$ cat src/rtl/dw03_timer_arbiter_pkg.sv
// Shared types and defaults for the dw03 timer arbiter.
// Holds the FSM state encoding and the default WIDTH / NREQ values.
package dw03_tmr_pkg;

    localparam int DEF_WIDTH = 8;
    localparam int DEF_NREQ  = 4;

    typedef enum logic [1:0] {
        IDLE = 2'd0,
        LOAD = 2'd1,
        RUN  = 2'd2,
        DONE = 2'd3
    } tmr_state_t;

endpackage

$ cat src/rtl/dw03_timer_arbiter_if.sv
// Requester-side bus of the dw03 timer arbiter.
// The master modport belongs to the requesters and the slave modport to the arbiter.
interface dw03_timer_arbiter_if
    import dw03_tmr_pkg::*;
#(
    parameter int WIDTH = DEF_WIDTH,
    parameter int NREQ  = DEF_NREQ
);

    logic [NREQ-1:0]       req;
    logic [NREQ*WIDTH-1:0] cnt_val;
    logic [NREQ-1:0]       dir;
    logic [NREQ-1:0]       gnt;
    logic [NREQ-1:0]       done;
    logic                  busy;
    logic [WIDTH-1:0]      count;

    modport master (
        output req, cnt_val, dir,
        input  gnt, done, busy, count
    );

    modport slave (
        input  req, cnt_val, dir,
        output gnt, done, busy, count
    );

endinterface

$ cat src/rtl/dw03_bictr_core.sv
// Loadable up/down counter shared by all requesters of the timer arbiter.
// It stops stepping once it reaches count_to; tercnt flags that condition.
module dw03_bictr_core #(
    parameter int WIDTH = 8
) (
    input  logic             clk,
    input  logic             reset,
    input  logic             load,
    input  logic [WIDTH-1:0] data,
    input  logic             up_dn,
    input  logic             cen,
    input  logic [WIDTH-1:0] count_to,
    output logic [WIDTH-1:0] count,
    output logic             tercnt
);

    assign tercnt = (count == count_to);

    // Counter register: reset, load, or step toward count_to (modulo 2^WIDTH).
    always_ff @(posedge clk) begin
        // NOTE: registers take non-blocking assignments so every flop samples pre-edge values.
        if (reset) begin
            count <= '0;
        end else if (load) begin
            count <= data;
        end else if (cen && !tercnt) begin
            count <= up_dn ? count + WIDTH'(1) : count - WIDTH'(1);
        end
    end

endmodule

$ cat src/rtl/dw03_timer_arbiter.sv
// Round-robin arbiter granting one shared timed-interval counter to NREQ requesters.
// Optional macro DW03_TMR_HOLD_EN adds a 'hold' input that freezes the interval in RUN.
module dw03_timer_arbiter
    import dw03_tmr_pkg::*;
#(
    parameter int WIDTH = DEF_WIDTH,
    parameter int NREQ  = DEF_NREQ
) (
    input  logic clk,
    input  logic reset,
`ifdef DW03_TMR_HOLD_EN
    input  logic hold,
`endif
    dw03_timer_arbiter_if.slave bus
);

    localparam int IW = (NREQ > 1) ? $clog2(NREQ) : 1;

    tmr_state_t       state;
    logic [IW-1:0]    owner;
    logic [IW-1:0]    last_owner;
    logic [IW-1:0]    winner;
    logic [IW-1:0]    idx;
    logic             found;
    logic [WIDTH-1:0] own_v;
    logic             own_dir;
    logic [NREQ-1:0]  gnt_q;
    logic [NREQ-1:0]  done_q;
    logic             hold_run;
    logic             abort;
    logic             ctr_load;
    logic             ctr_cen;
    logic [WIDTH-1:0] ctr_data;
    logic [WIDTH-1:0] ctr_to;
    logic [WIDTH-1:0] count;
    logic             tercnt;
    logic [WIDTH-1:0] v_arr [NREQ];

`ifdef DW03_TMR_HOLD_EN
    assign hold_run = hold;
`else
    assign hold_run = 1'b0;
`endif

    for (genvar i = 0; i < NREQ; i++) begin : g_vsplit
        assign v_arr[i] = bus.cnt_val[i*WIDTH +: WIDTH];
    end

    // The owner releasing its request while the interval is set up or running cancels it.
    assign abort = ((state == LOAD) || (state == RUN)) && !bus.req[owner];

    // Round-robin search starting one past the previous owner.
    always_comb begin
        // NOTE: every variable gets a default first so no path leaves it unassigned (no latch).
        winner = last_owner;
        found  = 1'b0;
        idx    = '0;
        for (int k = 1; k <= NREQ; k++) begin
            idx = IW'((int'(last_owner) + k) % NREQ);
            if (!found && bus.req[idx]) begin
                winner = idx;
                found  = 1'b1;
            end
        end
    end

    // Counter control comes from the latched interval, never from live inputs.
    assign ctr_load = (state == LOAD) && !abort;
    assign ctr_cen  = (state == RUN) && !abort && !hold_run;
    assign ctr_data = own_dir ? '0 : own_v;
    assign ctr_to   = own_dir ? own_v : '0;

    dw03_bictr_core #(
        .WIDTH (WIDTH)
    ) u_ctr (
        .clk      (clk),
        .reset    (reset),
        .load     (ctr_load),
        .data     (ctr_data),
        .up_dn    (own_dir),
        .cen      (ctr_cen),
        .count_to (ctr_to),
        .count    (count),
        .tercnt   (tercnt)
    );

    // Control FSM with registered grant and done outputs.
    always_ff @(posedge clk) begin
        if (reset) begin
            state      <= IDLE;
            owner      <= '0;
            last_owner <= IW'(NREQ - 1);
            own_v      <= '0;
            own_dir    <= 1'b0;
            gnt_q      <= '0;
            done_q     <= '0;
        end else begin
            done_q <= '0;
            case (state)
                IDLE: begin
                    if (found) begin
                        state   <= LOAD;
                        owner   <= winner;
                        own_v   <= v_arr[winner];
                        own_dir <= bus.dir[winner];
                        gnt_q   <= NREQ'(1) << winner;
                    end
                end
                LOAD: begin
                    if (abort) begin
                        state      <= IDLE;
                        gnt_q      <= '0;
                        last_owner <= owner;
                    end else begin
                        state <= RUN;
                    end
                end
                RUN: begin
                    if (abort) begin
                        state      <= IDLE;
                        gnt_q      <= '0;
                        last_owner <= owner;
                    end else if (!hold_run && tercnt) begin
                        state  <= DONE;
                        done_q <= gnt_q;
                    end
                end
                DONE: begin
                    state      <= IDLE;
                    gnt_q      <= '0;
                    last_owner <= owner;
                end
                default: state <= IDLE;
            endcase
        end
    end

    assign bus.gnt   = gnt_q;
    assign bus.done  = done_q;
    assign bus.busy  = (state != IDLE);
    assign bus.count = count;

endmodule

$ cat src/flat_wrapper.sv
// flat-port wrapper written by rule: the top's interface ports become plain ports
module dw03_timer_arbiter_flat import dw03_tmr_pkg::*;
#(
    parameter int WIDTH = DEF_WIDTH,
    parameter int NREQ  = DEF_NREQ
)
  (clk, reset, bus_req, bus_cnt_val, bus_dir, bus_gnt, bus_done, bus_busy, bus_count);
  dw03_timer_arbiter_if #(.WIDTH(WIDTH), .NREQ(NREQ)) bus_i ();
  input  logic clk;
  input  logic reset;
  input wire logic [$bits(bus_i.req)-1:0] bus_req;
  input wire logic [$bits(bus_i.cnt_val)-1:0] bus_cnt_val;
  input wire logic [$bits(bus_i.dir)-1:0] bus_dir;
  output wire logic [$bits(bus_i.gnt)-1:0] bus_gnt;
  output wire logic [$bits(bus_i.done)-1:0] bus_done;
  output wire logic [$bits(bus_i.busy)-1:0] bus_busy;
  output wire logic [$bits(bus_i.count)-1:0] bus_count;
  assign bus_i.req = bus_req;
  assign bus_i.cnt_val = bus_cnt_val;
  assign bus_i.dir = bus_dir;
  assign bus_gnt = bus_i.gnt;
  assign bus_done = bus_i.done;
  assign bus_busy = bus_i.busy;
  assign bus_count = bus_i.count;
  dw03_timer_arbiter #(.WIDTH(WIDTH), .NREQ(NREQ)) u_core (.clk(clk), .reset(reset), .bus(bus_i));
endmodule
$ cat config.mk
export PLATFORM = sky130hd
export DESIGN_NAME = dw03_timer_arbiter_flat
export DESIGN_NICKNAME = d
export VERILOG_FILES = /design/src/rtl/dw03_timer_arbiter_pkg.sv /design/src/rtl/dw03_timer_arbiter_if.sv /design/src/rtl/dw03_bictr_core.sv /design/src/rtl/dw03_timer_arbiter.sv /design/src/flat_wrapper.sv
export SDC_FILE = /design/constraint.sdc
export NUM_CORES = 1
export LEC_CHECK = 0
export BUFFER_PORTS_ARGS = -buffer_cell sky130_fd_sc_hd__clkbuf_2
export CAP_MARGIN = 15
export CORE_ASPECT_RATIO = 1.4
export CORE_MARGIN = 8
export CORE_UTILIZATION = 30
export CTS_BUF_LIST = sky130_fd_sc_hd__clkbuf_4 sky130_fd_sc_hd__clkbuf_8 sky130_fd_sc_hd__clkbuf_16
export CTS_CLUSTER_DIAMETER = 80
export DETAILED_ROUTE_END_ITERATION = 12
export MAX_ROUTING_LAYER = met4
export PLACE_DENSITY = 0.63
export SYNTH_ARGS = -nofsm -noshare
export SYNTH_HDL_FRONTEND = slang
export SYNTH_SLANG_ARGS = --single-unit
$ cat constraint.sdc
create_clock -name clk -period 3.05 [get_ports clk]
set_input_delay 0.4575 -clock clk [delete_from_list [all_inputs] [get_ports clk]]
set_output_delay 0.4575 -clock clk [all_outputs]
set_load 0.01 [all_outputs]
==> impl_metrics.tcl <==
set metrics [dict create \
    fp.coreArea_sq_mm 0.006937 \
    hold_path_class "reg2reg" \
    fin_nets 359 \
    cts-root-buf "clkbuf_8" \
    min_period_ns 2.611 \
    cp_slowest_stage_delay_ns 0.54 \
    synthTopCellsByArea "dfxtp_1 29%, mux2i_1 13%, ha_1 5.9%" \
    synth_xor_area_share_pct 4.106 \
    synthAdderAreaFrac_pct 6.804 \
    critical-path-slowest-cell "dfxtp_1" \
    worst_hold_path.endpoint "u_core.bus.done[2]" \
    reg2reg_from "u_core.own_dir" \
    routabilityCongestion 0.7922 \
    die_x_microns 87.27 \
    cts.path.max_buffers 2 \
    p_int_uw 998.4 \
    synth.largest_area_cell "dfxtp_1" \
    synth_cell_types 47 \
    maxSlewHeadroom_pct 57.81 \
    ys_async_sr_fraction_pct 0 \
    synth-edff-count 0 \
    tightest_slew_ns 0.6279 \
    fmax_ghz 0.3830 \
    synthMuxAreaShare_pct 13.72 \
    drv_cap 0 \
    ys.flop_type "dfxtp_1" \
    p_comb_share_pct 44.9 \
    rows 36 \
    p_leak_uw 0.001138 \
    min_path_cells 2 \
    path_cells "inv_1 > ha_1 > a21oi_1 > o211a_1 > mux2i_1 > o2111ai_1 > or4b_1 > o211ai_2" \
    syn-cell-area_sq_mm 0.002133 \
    clockPowerShare_pct 20.3 \
    peakVddDrop_mv 0.3669 \
    synth_cells 246 \
    pwr_density_cell_mw_per_mm2 622.0 \
    io_buffers 58 \
    yosys.area.top_type_share_pct 29.09 \
    num_vias 1971 \
    cts_sinks 31 \
    synth-compound-area-share_pct 21.52 \
    yosys.area_share.simple_pct 20.12 \
    seqPwrFrac_pct 34.8 \
    postLayoutCoreUtil_pct 37.84 \
    die_h_microns 115.8 \
    cp_data_arrival_time_ns 2.83 \
    clkSlewWorstSetupHoldPaths_ns 0.07 \
    start_kind "flip-flop" \
    grt_pass1_wl_mm 9.087 \
    synth-seq-cells 31 \
    rrSetupSlack_ns 0.44 \
    wirelength_mm 5.208 \
    total_power_uw 1633 \
    crit_required_ns 3.27 \
    grt_max_degree 24 \
    drtIter0Drc 53 \
    grt_overflow 0 \
    route.antenna.remaining_nets 0 \
    cts_tree "yes" \
    area_growth_pct 23.05 \
    reg2reg_depth 8 \
    synth_top_family_by_area "compound AO/OA/AOI/OAI gates" \
    setup_viol 0 \
    end_kind "flip-flop" \
    ys_warn_count 0 \
    grt_use_total_pct 11.43 \
    synth.most_common_cell "dfxtp_1" \
    rsz0062_at_grt "no" \
    hpwlAfterDp_mm 4.273 \
    hold_viol_final 0 \
    n_fill_cell 743 \
    cts_buffers 5 \
    finalSetupTns_ns 0 \
    hold_start "u_core.bus.gnt[2]" \
    n_antenna_cell 0 \
    maxSlewViolCount 0 \
    synthTopCellsByCount "31 x dfxtp_1, 27 x mux2i_1, 27 x nand2_1" \
    crit_fanout 12 \
    sw_frac_of_total_pct 38.85 \
    syn_area_per_cell_sq_um 8.672 \
    floorplan.die_area_sq_mm 0.01010 \
    yosysSeqAreaShare_pct 29.09 \
    drive_gt1_share_pct 27.45 \
    hold_buffers 0 \
    regToRegEndpoint "u_core.u_ctr.count[7]" \
    grt_pass1_vias 2066 \
    ctsResizeCount 0 \
    wl_per_cell_microns 12.99 \
    fin_hold_ws_ns 0.4462 \
    htree_num_levels 2 \
    antenna_found_initial 0 \
    dr.pass1.iters 4 \
    critPathKind "reg2reg" \
    ioPinCount 59 \
    routed_via_density 4.915 \
    outcome "completed" \
    post_cts_buffers 0 \
    period_share_pct 85.61 \
    syn_nets 299 \
    initial_core_util_pct 30.75 \
    power.switching_uw 634.2 \
    fin_worst_skew_ns 0.007186 \
    insertion_delay_ns 0.29 \
    drc 0 \
]
routing by layer:
layer / vias to the layer above / share of wire [%] / track usage, %
li1: 1024 / - / -
met5: - / 0 / -
met2: 50 / 48 / 18.66
met3: 11 / 1.7 / 1.490
met1: 886 / 47 / 13.18
met4: 0 / 3.0 / 6.336
cell type report:
class	count	area (sq um)	area share (%)
clock buffer	6	82.58	3.146
multi-input combinational	193	1425	54.29
timing repair buffer	63	327.8	12.49
clock inverter	1	5.005	0.1907
tap	95	118.9	4.528
sequential	31	620.6	23.64
inverter	12	45.04	1.716
stage by stage:
stage / setup slack [ns] / instance area [sq um] / instances
after floorplan: 0.8403 / 2133 / 246
after global placement: 0.5384 / 2537 / 394
after detailed placement: 0.4267 / 2537 / 394
after CTS: 0.4407 / 2625 / 401
after global routing: 0.2378 / 2625 / 401
final: 0.4390 / 2625 / 401
kinds of logic (layout without fill, tap and decap cells):
| family | Yosys count | after routing |
|---|---|---|
| compound gates | 61 | 61 |
| xor+xnor | 10 | 10 |
| fa+ha+maj | 11 | 11 |
| buf+inv | 22 | 82 |
| flops | 31 | 31 |
| mux | 28 | 28 |
| simple gates | 83 | 83 |
cell usage in the layout (no fill, tap or decap), drive strengths merged, types with 2 or more instances in the layout:
cell type  instances
clkbuf            64
dfxtp             31
nand2             28
mux2i             27
nor2              21
a21oi             18
inv               12
ha                10
a32o               9
xnor2              9
a211oi             8
o21ai              7
or2                5
nand4              5
nand3              5
buf                5
nand2b             5
nor3               4
a31oi              4
and4bb             3
nand4b             2
nor2b              2
o32ai              2
a211o              2
a32oi              2
state kept, by name, summed over array words and instances, names as in the netlist:
name / cells
u_core.bus.done: 4
u_core.bus.gnt: 4
u_core.last_owner: 2
u_core.own_dir: 1
u_core.own_v: 8
u_core.owner: 2
u_core.state: 2
u_core.u_ctr.count: 8
how the worst max path moves through the flow:
| stage | slack (ns) | to | from | cells after the start |
|---|---|---|---|---|
| floorplan | 0.84 | u_core.u_ctr.count[7] | u_core.own_dir | 9 |
| global placement | 0.54 | u_core.u_ctr.count[7] | u_core.own_dir | 8 |
| detailed placement | 0.43 | u_core.u_ctr.count[7] | u_core.own_dir | 8 |
| CTS | 0.44 | u_core.u_ctr.count[7] | u_core.own_dir | 8 |
| global route | 0.24 | u_core.u_ctr.count[7] | u_core.own_dir | 8 |
| finish | 0.44 | u_core.u_ctr.count[7] | u_core.own_dir | 8 |
critical path, delay by kind of cell, from the launching register on:
family,cells,cell delay [ns]
fa+ha+maj,1,0.40
mux,1,0.21
simple gates,1,0.54
compound gates,4,0.59
flops,1,0.54
buf+inv,1,0.27
power by group through the flow:
stage	clock network [uW]	logic, uW	registers (uW)
final	331	733	569
after global routing	354	822	584
after detailed placement	0	739	579
after CTS	339	741	570
after global placement	0	729	574
after floorplan	0	571	555
Power figures use the tool's default switching activity.
